File: config.mk
export PLATFORM = sky130hd
export DESIGN_NAME = srt_r4
export DESIGN_NICKNAME = d
export VERILOG_FILES = /design/src/rtl/srt_r4.sv
export SDC_FILE = /design/constraint.sdc
export NUM_CORES = 1
export LEC_CHECK = 0
export BUFFER_PORTS_ARGS = -buffer_cell sky130_fd_sc_hd__buf_2
export CAP_MARGIN = 10
export CELL_PAD_IN_SITES_DETAIL_PLACEMENT = 1
export CELL_PAD_IN_SITES_GLOBAL_PLACEMENT = 1
export CORE_MARGIN = 2
export CORE_UTILIZATION = 45
export CTS_BUF_LIST = sky130_fd_sc_hd__clkbuf_8 sky130_fd_sc_hd__clkbuf_16
export CTS_CLUSTER_SIZE = 8
export DETAILED_ROUTE_END_ITERATION = 16
export GPL_TIMING_DRIVEN = 1
export MAX_ROUTING_LAYER = met4
export PLACE_DENSITY_LB_ADDON = 0.1
export SLEW_MARGIN = 0
export SYNTH_ARGS = -nofsm -noshare
export SYNTH_HDL_FRONTEND = slang
export SYNTH_SLANG_ARGS = --single-unit
File: constraint.sdc
create_clock -name clk -period 10.5 [get_ports clk]
set_input_delay 1.05 -clock clk [delete_from_list [all_inputs] [get_ports clk]]
set_output_delay 1.05 -clock clk [all_outputs]
set_load 0.03 [all_outputs]
File: src/rtl/srt_r4.sv
// srt_r4: free-running unsigned divider, radix-4 SRT with digit set {-2..+2}.
// Samples op1_i/op2_i, iterates WIDTH/2+1 digits, and registers quo_o/rem_o.
// The latency is fixed at WIDTH/2+5 cycles, including capture and output.
module srt_r4 #(
  parameter int unsigned WIDTH = 8
) (
  input  logic             clk,
  input  logic             rstn,
  input  logic [WIDTH-1:0] op1_i,
  input  logic [WIDTH-1:0] op2_i,
  output logic [WIDTH-1:0] rem_o,
  output logic [WIDTH-1:0] quo_o
);

  localparam int unsigned ITERS = WIDTH / 2 + 1;
  localparam int unsigned RW    = WIDTH + 4;
  localparam int unsigned CW    = $clog2(ITERS + 1);
  localparam int unsigned KW    = $clog2(WIDTH);

  typedef enum logic [2:0] {S_IDLE, S_NORM, S_ITER, S_CORR, S_DONE} state_t;

  state_t                r_state;
  logic [WIDTH-1:0]      r_op1, r_op2;
  logic [KW-1:0]         r_k;
  logic [WIDTH-1:0]      r_d;
  logic signed [RW-1:0]  r_rem;
  logic [WIDTH+1:0]      r_low;
  logic [WIDTH-1:0]      r_q, r_qm;
  logic [CW-1:0]         r_cnt;
  logic                  r_div0;
  logic [WIDTH-1:0]      r_quo_res, r_rem_res;

  logic [KW-1:0]         w_k;
  logic [2*WIDTH-1:0]    w_n;
  logic [WIDTH-1:0]      w_dn;
  logic signed [RW-1:0]  w_shift, w_dx, w_d2, w_qd, w_next;
  logic signed [6:0]     w_est, w_m2, w_m1;
  logic [WIDTH-1:0]      w_q4, w_qm4, w_qn, w_qmn;
  logic [WIDTH-1:0]      w_rfix, w_rres, w_qres;

  // Normalisation: leading-zero count of the divisor and the shifted operands.
  always_comb begin
    w_k = '0;
    for (int unsigned i = 0; i < WIDTH; i++) begin
      if (r_op2[i]) w_k = KW'(WIDTH - 1 - i);
    end
    w_n  = {{WIDTH{1'b0}}, r_op1} << w_k;
    w_dn = r_op2 << w_k;
  end

  // One radix-4 step: digit selection, remainder update, on-the-fly quotient.
  // The dividend is fed two bits per step from r_low, so the remainder register
  // only ever holds the active window of the shifted dividend.
  // Selection looks at 7 remainder bits (1/16 resolution) and the three bits of
  // d below its leading one; those thresholds cover the whole d interval.
  always_comb begin
    w_shift = (r_rem <<< 2) | {{(RW-2){1'b0}}, r_low[WIDTH+1:WIDTH]};
    w_est   = w_shift[WIDTH+2 -: 7];
    w_dx    = {4'b0000, r_d};
    w_d2    = w_dx + w_dx;
    w_q4    = r_q << 2;
    w_qm4   = r_qm << 2;
    case (r_d[WIDTH-2 -: 3])
      3'd0:    begin w_m2 = 7'sd12; w_m1 = 7'sd4; end
      3'd1:    begin w_m2 = 7'sd14; w_m1 = 7'sd4; end
      3'd2:    begin w_m2 = 7'sd15; w_m1 = 7'sd5; end
      3'd3:    begin w_m2 = 7'sd16; w_m1 = 7'sd5; end
      3'd4:    begin w_m2 = 7'sd18; w_m1 = 7'sd6; end
      3'd5:    begin w_m2 = 7'sd19; w_m1 = 7'sd6; end
      3'd6:    begin w_m2 = 7'sd20; w_m1 = 7'sd7; end
      default: begin w_m2 = 7'sd22; w_m1 = 7'sd7; end
    endcase
    if (w_est >= w_m2) begin                 // q = +2
      w_qd = w_d2;  w_qn = w_q4 | WIDTH'(2); w_qmn = w_q4 | WIDTH'(1);
    end else if (w_est >= w_m1) begin        // q = +1
      w_qd = w_dx;  w_qn = w_q4 | WIDTH'(1); w_qmn = w_q4;
    end else if (w_est >= -w_m1) begin       // q = 0
      w_qd = '0;    w_qn = w_q4;             w_qmn = w_qm4 | WIDTH'(3);
    end else if (w_est >= -w_m2) begin       // q = -1
      w_qd = -w_dx; w_qn = w_qm4 | WIDTH'(3); w_qmn = w_qm4 | WIDTH'(2);
    end else begin                           // q = -2
      w_qd = -w_d2; w_qn = w_qm4 | WIDTH'(2); w_qmn = w_qm4 | WIDTH'(1);
    end
    w_next = w_shift - w_qd;
  end

  // Final correction: restore a negative remainder and undo the normalisation.
  always_comb begin
    w_rfix = r_rem[RW-1] ? (r_rem[WIDTH-1:0] + r_d) : r_rem[WIDTH-1:0];
    w_rres = w_rfix >> r_k;
    w_qres = r_div0 ? '1 : (r_rem[RW-1] ? r_qm : r_q);
  end

  // Sequencer and datapath registers; outputs change only in DONE.
  always_ff @(posedge clk or negedge rstn) begin
    if (!rstn) begin
      r_state   <= S_IDLE;
      r_op1     <= '0;
      r_op2     <= '0;
      r_k       <= '0;
      r_d       <= '0;
      r_rem     <= '0;
      r_low     <= '0;
      r_q       <= '0;
      r_qm      <= '0;
      r_cnt     <= '0;
      r_div0    <= 1'b0;
      r_quo_res <= '0;
      r_rem_res <= '0;
      quo_o     <= '0;
      rem_o     <= '0;
    end else begin
      case (r_state)
        S_IDLE: begin
          r_op1   <= op1_i;
          r_op2   <= op2_i;
          r_state <= S_NORM;
        end
        S_NORM: begin
          r_k     <= w_k;
          r_d     <= w_dn;
          r_rem   <= RW'(w_n >> (WIDTH + 2));
          r_low   <= w_n[WIDTH+1:0];
          r_q     <= '0;
          r_qm    <= '0;
          r_cnt   <= CW'(ITERS);
          r_div0  <= (r_op2 == '0);
          r_state <= S_ITER;
        end
        S_ITER: begin
          if (!r_div0) begin
            r_rem <= w_next;
            r_low <= r_low << 2;
            r_q   <= w_qn;
            r_qm  <= w_qmn;
          end
          r_cnt <= r_cnt - CW'(1);
          if (r_cnt == CW'(1)) r_state <= S_CORR;
        end
        S_CORR: begin
          r_quo_res <= w_qres;
          r_rem_res <= r_div0 ? r_op1 : w_rres;
          r_state   <= S_DONE;
        end
        S_DONE: begin
          quo_o   <= r_quo_res;
          rem_o   <= r_rem_res;
          r_state <= S_IDLE;
        end
        default: r_state <= S_IDLE;
      endcase
    end
  end

endmodule

==> out/summary.json <==
{
  "route": {
    "wl_per_cell_microns": 20.2,
    "drt-total-wl_microns": 19300,
    "post_drt_via_cell_ratio": 6.12,
    "detailroute.wirelength.met2_microns": 9980,
    "drt-initial-drc-count": 267,
    "top_layer": "met4",
    "met1_length_microns": 8500,
    "postRouteAntennaNets": 0,
    "route.met3.wl_microns": 452,
    "drtPass1Iterations": 4,
    "detailroute.via_count": 5865,
    "route.detailed.drc": 0
  },
  "critical_path": {
    "critPathTopFamily": "compound AO/OA/AOI/OAI gates",
    "worst_setup_path_start_kind": "flip-flop",
    "critical_path.max_stage_delay_ns": 0.56,
    "cp-end-kind": "flip-flop",
    "worstPathMaxFanout": 19,
    "wp_data_required_ns": 10.72,
    "timing.critical_path.slowest_stage_cell": "dfrtp_1",
    "worst_path_most_repeated_cell": "ha_1",
    "timing.critical_path.cells": "inv_1 -> nand2_1 -> or3b_2 -> o21ai_0 -> ha_1 -> xnor2_1 -> ha_1 -> a211o_1 -> a31o_2 -> a21oi_4 -> nor2_1 -> o21ai_1 -> a2bb2oi_1 -> ha_1 -> nor2b_1 -> o31a_1 -> nor4_1 -> o311a_1 -> a21oi_1 -> xnor2_1 -> o21ai_1",
    "path_class": "flip-flop to flip-flop",
    "critPathArrivalTime_ns": 5.76,
    "critPathBufInv": 1
  },
  "clocking": {
    "clock_sink_count": 103,
    "post-cts-setup-buffers": 0,
    "cts_resized": 0,
    "numCtsBuffers": 9,
    "tritoncts": "built",
    "clk_pin_slew_worst_paths_ns": 0.07,
    "cts_hold_buffers": 0,
    "insertion_delay_ns": 0.35,
    "clock_path_buffers": 2,
    "root_buffer": "clkbuf_16",
    "cts_max_level": 3
  },
  "timing": {
    "clock-skew-final_ns": 0.00943,
    "final_period_minus_worst_setup_slack_ns": 5.55,
    "min_period_over_period": 0.528,
    "setup_violations": 0,
    "worst_slew_pin_slew_ns": 0.900,
    "final_hold_viol_count": 0,
    "setup_ws_final_ns": 4.95,
    "timing.max_slew.rel_slack": 0.400,
    "fmax_mhz": 180,
    "timing.setup.tns_ns": 0,
    "setup_repair_after_global_routing_missed_its_margin": "no",
    "timing_max_transition_violations_final": 0
  },
  "floorplan": {
    "core_area_sq_um": 15100,
    "floorplan.initialDensity": 0.460,
    "die-width_microns": 128,
    "design.die.area_sq_um": 16500,
    "rows": 45,
    "floorplan.die.height_microns": 128,
    "io-pin-count": 34
  },
  "min_path": {
    "min-delay-path-class": "flip-flop to flip-flop"
  },
  "global_route": {
    "gr-usage-all-layers": 0.251,
    "grt_first_pass_wirelength_microns": 31800,
    "grt_start_max_net_pins": 72,
    "grt_antenna_before_repair": 0,
    "remaining_overflow_grt": 0,
    "via_count_of_the_first_global_routing_pass": 6210
  },
  "placed_design": {
    "gp_routability_congestion": 0.845,
    "place_ws_ns": 5.00,
    "detailed_place_hpwl_microns": 14400,
    "numPortBuffers": 33
  },
  "synth": {
    "yosys.cell_types.count": 83,
    "synth.yosys.seq_area_share": 0.370,
    "yosys_warnings": 0,
    "postSynthRegisterBits": 103,
    "syn_area_sq_um": 6970,
    "synth-edff-count": 0,
    "async_flop_share": 1.00,
    "post_synth_inst_count": 758,
    "primary_flip_flop_cell_chosen_by_synthesis_mapping": "dfrtp_1",
    "synthesis.area_per_instance_sq_um": 9.20
  },
  "power": {
    "vdd_drop_max_mv": 0.121,
    "p_leak_uw": 0.00332,
    "powerDensity_nw_per_um2": 296
  },
  "run": {
    "max-cap-violations": 0
  },
  "layout": {
    "layout.nets": 825,
    "share_of_final_layout_standard_cells_stronger_than_drive_strength_1": 0.147,
    "areaGrowthSynthToFinish_pct": 8.09,
    "insertedDiodeCount": 0
  },
  "status": {
    "outcome": "complete, no violations"
  }
}
[Yosys cell counts, types with 6 or more instances]
master      n  area share
dfrtp_1   103        0.37
nor2_1     64       0.034
nand2_1    57       0.031
mux2i_1    43       0.062
o21ai_0    42       0.030
a21oi_1    39       0.028
ha_1       38       0.068
mux2_2     32       0.052
o21ai_1    31       0.022
inv_1      29       0.016
nand3_1    29       0.021
clkbuf_1   23       0.012
a31oi_1    16       0.014
nor3_1     13      0.0093
buf_2      11      0.0079
nand2b_1   11      0.0099
a211oi_1    8      0.0086
a21o_1      7      0.0075
nor2b_1     7      0.0063
and3_1      6      0.0054
nand3b_1    6      0.0065
o211ai_1    6      0.0065
o22ai_1     6      0.0054
[state kept, by name (all words and copies together) (netlist names)]
name and flops:
r_cnt 3, r_d 8, r_k 3, r_q 8, r_quo_res 8, r_op1 8, r_rem 11, r_rem_res 8
r_state 3, r_div0 1, rem_o 8, r_op2 8, quo_o 8, r_low 10, r_qm 8
[per-layer routing]
| layer | vias up | GRT usage |
|---|---|---|
| met5 | - | - |
| met4 | 0 | 0.0684 |
| li1 | 2794 | - |
| met3 | 28 | 0.0349 |
| met2 | 80 | 0.444 |
| met1 | 2963 | 0.301 |
[path summary, 6_finish.rpt]
check | from | to | slack (ns) | cells after the start
worst min register to register | rem_o[1] | rem_o[1] | 0.50 | 1
worst min-delay path | rem_o[1] | rem_o[1] | 0.50 | 1
min in group asynchronous | rstn | r_d[4] | 0.65 | 1
worst max-delay path | r_d[4] | r_rem[11] | 4.95 | 21
worst max register to register | r_d[4] | r_rem[11] | 4.95 | 21
max in group asynchronous | rstn | r_low[5] | 8.59 | 2
[cell type report]
cell class | instances | area [sq um]
clock inverters | 4 | 55.1
well taps | 188 | 235
fillers | 1752 | 7610
inverters | 30 | 113
flip-flops and latches | 103 | 2580
multi-input cells | 581 | 4080
clock buffers | 10 | 239
repair buffers | 42 | 239
[through the flow]
step / power, uW / cell area (sq um) / hold slack [ns] / utilization / cells
2_1_floorplan: 1570 / 6980 / 0.448 / - / 759
3_3_place_gp: 1840 / 7230 / 0.471 / 0.478 / 943
3_5_place_dp: 1900 / 7230 / 0.487 / 0.478 / 943
4_1_cts: 2250 / 7530 / 0.504 / 0.497 / 957
5_1_grt: 2420 / 7540 / 0.524 / 0.498 / 958
6_report: 2230 / 7540 / 0.502 / 0.498 / 958
[layout by cell type, fill, tap and decap left out, types with 8 or more instances in the layout]
cell type / instances
dfrtp_1: 103
nand3_1: 29
buf_2: 32
inv_1: 29
clkbuf_16: 9
nand2_1: 57
a31oi_1: 16
a21oi_1: 39
mux2i_1: 43
nor3_1: 13
o21ai_1: 32
nor2_1: 64
mux2_2: 32
a211oi_1: 8
nand2b_1: 11
buf_4: 9
o21ai_0: 41
ha_1: 38
[logic make-up after synthesis]
group / after synthesis / synth area share
xor gates and xnor gates: 9 / 0.0124
and+or+nand+nor: 227 / 0.162
adders and majority gates: 40 / 0.0739
other: 1 / 0.000538
muxes: 77 / 0.117
buffers and inverters: 75 / 0.0466
DFF: 103 / 0.370
AOI/OAI and AO/OA: 226 / 0.217
[power by group]
group	internal, uW	switching (uW)	leakage [uW]
clock network	190	145	0.000141
registers	512	117	0.00125
logic	540	727	0.00193
total	1240	988	0.00332
(Power assumes the default switching activity.)
